===== config.mk =====
export PLATFORM = sky130hd
export DESIGN_NAME = bcd_bin2bcd_seq
export DESIGN_NICKNAME = d
export VERILOG_FILES = /design/src/rtl/bcd_bin2bcd_seq.sv
export SDC_FILE = /design/constraint.sdc
export NUM_CORES = 1
export LEC_CHECK = 0
export CAP_MARGIN = 20
export CORE_UTILIZATION = 50
export CTS_CLUSTER_DIAMETER = 150
export DETAILED_ROUTE_END_ITERATION = 8
export PLACE_DENSITY = 0.74
export SLEW_MARGIN = 5
export SYNTH_ARGS = -nofsm -noshare
export SYNTH_HDL_FRONTEND = slang
export SYNTH_SLANG_ARGS = --single-unit
export TNS_END_PERCENT = 20

===== constraint.sdc =====
create_clock -name clk -period 2.5 [get_ports clk]
set_input_delay 0.375 -clock clk [delete_from_list [all_inputs] [get_ports clk]]
set_output_delay 0.375 -clock clk [all_outputs]
set_load 0.05 [all_outputs]

===== src/rtl/bcd_bin2bcd_seq.sv =====
// Sequential binary to packed BCD converter (double dabble, one bit per clock).
// Optional macro BCD_B2B_SIGNED_EN: two's complement input, magnitude plus sign.
module bcd_bin2bcd_seq #(
  parameter int WID = 32,
  parameter int N   = 10
) (
  input  logic           clk,
  input  logic           rst_n,
  input  logic           in_valid,
  output logic           in_ready,
  input  logic [WID-1:0] i,
  output logic           out_valid,
  input  logic           out_ready,
  output logic [N*4-1:0] o,
  output logic           sign
);

  localparam int CW    = (WID > 1) ? $clog2(WID) : 1;
  localparam int MIN_N = (WID * 30103) / 100000 + 1;

  if (N < MIN_N) begin : g_chk
    $error("bcd_bin2bcd_seq: N too small for WID");
  end

  typedef enum logic [1:0] {
    IDLE  = 2'd0,
    SHIFT = 2'd1,
    DONE  = 2'd2
  } state_t;

  state_t         state;
  state_t         nxt;
  logic [CW-1:0]  cnt;
  logic [WID-1:0] bin;
  logic [N*4-1:0] bcd;
  logic [N*4-1:0] adj;
  logic [N*4-1:0] bcd_nxt;
  logic           accept;
  logic           last;
  logic [WID-1:0] mag;

  assign accept = in_valid && in_ready;
  assign last   = (cnt == '0);

`ifdef BCD_B2B_SIGNED_EN
  logic neg;
  logic sign_q;
  // unsigned WID-bit magnitude so the most negative value converts exactly
  assign mag  = i[WID-1] ? (~i + WID'(1)) : i;
  assign sign = sign_q;
`else
  assign mag  = i;
  assign sign = 1'b0;
`endif

  always_comb begin
    adj = bcd;
    for (int d = 0; d < N; d++) begin
      if (bcd[d*4 +: 4] >= 4'd5) begin
        adj[d*4 +: 4] = bcd[d*4 +: 4] + 4'd3;
      end
    end
    bcd_nxt = (adj << 1) | {{(N*4-1){1'b0}}, bin[WID-1]};
  end

  always_ff @(posedge clk or negedge rst_n) begin
    if (!rst_n) begin
      state <= IDLE;
    end else begin
      state <= nxt;
    end
  end

  always_comb begin
    nxt = state;
    unique case (state)
      IDLE:    if (accept) nxt = SHIFT;
      SHIFT:   if (last) nxt = DONE;
      DONE:    if (out_ready) nxt = IDLE;
      default: nxt = IDLE;
    endcase
  end

  always_comb begin
    in_ready  = (state == IDLE);
    out_valid = (state == DONE);
  end

  always_ff @(posedge clk or negedge rst_n) begin
    if (!rst_n) begin
      cnt <= '0;
      bin <= '0;
      bcd <= '0;
      o   <= '0;
    end else begin
      unique case (state)
        IDLE: begin
          if (accept) begin
            bin <= mag;
            bcd <= '0;
            cnt <= CW'(WID - 1);
          end
        end
        SHIFT: begin
          bcd <= bcd_nxt;
          bin <= bin << 1;
          cnt <= cnt - CW'(1);
          if (last) o <= bcd_nxt;
        end
        default: ;
      endcase
    end
  end

`ifdef BCD_B2B_SIGNED_EN
  always_ff @(posedge clk or negedge rst_n) begin
    if (!rst_n) begin
      neg    <= 1'b0;
      sign_q <= 1'b0;
    end else begin
      if (accept) neg <= i[WID-1];
      if (state == SHIFT && last) sign_q <= neg;
    end
  end
`endif

endmodule


* Word level (Yosys, flattened, before mapping) *
Index checks and enable logic that the tools add are counted.
Widths: inputs -> output; s select.

operators by class
  bitwise gates (word level) = 1
  $add $sub $neg = 11
  reduce and logical (&&, ||, !) cells = 7
  mux-type cells = 20
  equal/unequal tests = 5
  magnitude comparators = 10

operator list
  operator             number
  $pmux 40 s2          1
  $pmux 32 s2          1
  $ge 4x3->1 const B   10
  $mux 40              1
  $or 40x1->40         1
  $add 4x2->4 const B  9
  $mux 4               9
  $mux 32              1
  $pmux 5 s2           1
  $mux 2               3
  $pmux 2 s3           1
  $logic_not 5->1      1
  $mux 5               1
  $sub 5x1->5 const B  1
  $ne 2x1->1 const B   2
  $reduce_and 2->1     2
  $add 3x2->3 const B  1
  $mux 3               1
  $reduce_and 3->1     1
  $eq 2x1->1 const B   1
  $eq 2x2->1 const B   1
  $logic_not 2->1      1
  $ne 2x2->1 const B   1
  $reduce_bool 2->1    1
  $logic_and 1x1->1    1

word-level totals
  input port bits = 36
  flip-flop bits (word level) = 119
  word-level logic and storage cells = 59

* Depth between registers and ports, before layout *
  depth after elaboration = 4
  depth in mapped cells = 7
  gate-level depth less buffers = 6

* Worst setup path after synthesis *
No wires, ideal clock.

  path kind = register to register
  from = reg cnt[0]
  to = reg o[0]
  clock period less this slack = 1.990 ns
  required time = 2.372 ns
  stages on the path, launching flop included = 7
  path buffers = 1
  path slack = 0.510 ns
  arrival time = 1.862 ns
  cells stage by stage = dfrtp_1 inv_1 ha_1 or3b_4 nor3_4 buf_4 mux2_1

on the way
  longest elaborated chain between the ends = 2

RTL lines
  item                        RTL line  RTL
  start: declaration          33        logic [CW-1:0] cnt;
  start signal: assignment    101       cnt <= CW'(WID - 1);
  start signal: assignment    107       cnt <= cnt - CW'(1);
  $logic_not 5->1             43        assign last = (cnt == '0);
  $reduce_and 2->1 (no line)  -
  end signal: assignment      108       if (last) o <= bcd_nxt;
  end: declaration            14        output logic [N*4-1:0] o,

No other way between the ends.
A chain may end at the register's enable or synchronous reset.

* Worst setup path in the final report *
  from = reg state[0]
  to = out in_ready

on the way
  longest elaborated chain between the ends = 1

RTL lines
  item                      RTL line  RTL
  start: declaration        31        state_t state;
  start signal: assignment  70        state <= nxt;
  $logic_not 2->1           85        in_ready = (state == IDLE);
  end: declaration          10        output logic in_ready,

No other way between the ends.

==> metrics <==
flops & latches, synth 119; Slew HR 58.66%; Critical Path AT 1940 ps; commonest cells after routing, fill and taps aside 119 x dfrtp_1, 86 x nand2_1, 75 x clkdlybuf4s50_1, 44 x o21ai_0, 33 x a21oi_1; Gate Count Post-Synth 534; core box area 0.01051 mm²; DP HPWL 7.243 mm; synth warn 0; DRC viols 0; post-synthesis sequential area ratio 54.10%; drt pass-1 iters 4; Port Buffers 77; critical path type reg2out; FF+latch area 0.002978 mm²; element type at the critical path start flip-flop; die area 0.01143 mm²; layout cells sized above 1 9.952%; Crit. End Element output port; I/O Pins 79; crit path time final 2320 ps; critical path's top delay family buffers and inverters; Final #Nets 668; syn nets 591; RSZ-0062 raised after global routing false; first-pass GRT wire length 19.61 mm; P&R area growth vs syn 27.76%; Final Hold Viols 0; fin crit share 92.80%; commonest non-fill, non-tap cell in the layout dfrtp_1; Setup TNS 0 ps; # clock sinks 119; DRT antenna net count 0; final wirelength 11.53 mm; Worst path max stage delay 820 ps; CP max FO 6; Lkg Pwr 3.219 nW; multi-input logic area 0.002328 mm²; Iteration-0 DRC Markers 168; synth unique cells 29; largest net degree at the start of global routing 102; CTS Root Cell clkbuf_8; clk_skew 6.541 ps; hold_ws 281.4 ps; Max VDD drop 0.0006660 V; Maximum Capacitance Violations 0; Slew Viols, Final 0; row cnt 37; clock buffer depth 2; Synth Cell Area 0.005504 mm²; htree depth 4; CP required 2120 ps; Vias 4185; WL/cell 15.19 µm; Skew-Pair Late Insertion Delay 510 ps; width of the die 106.9 µm; CTS Buf Count 17; total global routing overflow 0; hold crit path type in2async; final setup fails 0; power per cell area 1548 mW/mm²; Worst-Margin Slew 620.0 ps; all-layer global routing usage 21.88%; slowest stage cell, crit path clkdlybuf4s50_1; initial cell density of the core 52.38%; Avg Cell Area, Syn 10.31 µm²; Die Span Y 106.9 µm; clock-pin slew on the worst setup and hold paths 60 ps; initial antenna violation count 0; vias per cell 5.514; crit path cell chain nor2_1, clkdlybuf4s50_1; final weighted congestion in routability-driven placement 0.7758; final-layout fill cell count 831; CTS tree built; Post-CTS Setup Repair Bufs 0; # diodes 0; CP bufs+invs 1; number of global-route vias before repair 4233; status finished, final reports clean; maximum clock rate 431.1 MHz
[cells in the mapped netlist, drive strengths merged]
| cell type | n | area share (%) |
|---|---|---|
| a31oi | 12 | 1.4 |
| nor3 | 14 | 1.5 |
| nor3b | 10 | 1.4 |
| a22oi | 31 | 4.2 |
| a211oi | 2 | 0.27 |
| o21ai | 44 | 4.0 |
| nand2b | 13 | 1.5 |
| xnor2 | 10 | 1.6 |
| nor2b | 2 | 0.23 |
| ha | 21 | 4.8 |
| mux2i | 8 | 1.5 |
| o31ai | 1 | 0.14 |
| a21oi | 33 | 3.0 |
| buf | 10 | 1.1 |
| mux2 | 21 | 4.3 |
| inv | 23 | 1.6 |
| a21o | 1 | 0.14 |
| a22o | 18 | 2.9 |
| nand2 | 86 | 5.9 |
| nor2 | 25 | 1.7 |
| conb | 1 | 0.068 |
| dfrtp | 119 | 54 |
| clkbuf | 19 | 1.3 |
| or3b | 10 | 1.6 |
[registers in the layout (all words and copies together), names as in the netlist]
register  count
bcd          40
bin          32
cnt           5
o            40
state         2
[per-layer routing]
layer,wire length (µm),track usage [%],vias up
met5,0,0,-
met4,114,6.262,0
met3,592,6.565,11
met2,5715,37.10,118
met1,5105,27.03,2039
li1,-,-,2017
[final timing paths]
check	from	slack [ps]	cells after the start	end
worst min-delay path	rst_n	280	2	o[21]$_DFFE_PN0P_
worst max-delay path	state[0]$_DFFE_PN0P_	180	2	in_ready
min in group clk	i[10]	460	3	bin[10]$_DFFE_PN0P_
worst min register to register	bin[29]$_DFFE_PN0P_	480	2	bin[29]$_DFFE_PN0P_
max in group asynchronous	rst_n	1420	3	o[2]$_DFFE_PN0P_
worst max register to register	cnt[0]$_DFFE_PN0P_	370	6	o[30]$_DFFE_PN0P_
[power by group]
group,internal [W],switching (W)
Clock,0.00161,0.000817
Combinational,0.00197,0.00298
Sequential,0.00283,0.000684
[per-stage QoR]
step | total power (W) | util (%) | area, µm² | std cells | setup WS [ps]
floorplan | 0.006980 | - | 5504 | 534 | 510.3
global placement | 0.008215 | 61.13 | 6424 | 727 | 447.6
detailed placement | 0.008434 | 61.13 | 6424 | 727 | 386.7
CTS | 0.01097 | 66.89 | 7029 | 759 | 12.57
global route | 0.01164 | 66.91 | 7032 | 759 | 109.8
finish | 0.01089 | 66.91 | 7032 | 759 | 180.1
[cells by family (layout without fill, tap and decap cells)]
| group | after synthesis | count (layout) | synth area share (%) |
|---|---|---|---|
| AND/OR/NAND/NOR | 160 | 160 | 13.75 |
| AO/OA/AOI/OAI | 142 | 142 | 16.00 |
| flip-flops | 119 | 119 | 54.10 |
| buffers and inverters | 52 | 141 | 3.955 |
| multiplexers | 29 | 29 | 5.751 |
| adder cells (fa/ha/maj) | 21 | 21 | 4.774 |
| XOR/XNOR | 10 | 10 | 1.591 |
| other | 1 | 1 | 0.06813 |
[repair_timing]
item	in CTS	in global routing
gates resized for setup	0	1
setup endpoints to repair	0	1
hold endpoints to repair	18	0
hold buffers	1	0
[area by class of cell]
class | instances | share of cell area (%)
multi-input combinational | 363 | 33.11
sequential | 119 | 42.35
clock inverter | 9 | 1.744
tap | 136 | 2.420
timing repair buffer | 87 | 12.42
clock buffer | 22 | 6.726
inverter | 23 | 1.228
(Power assumes the default switching activity.)
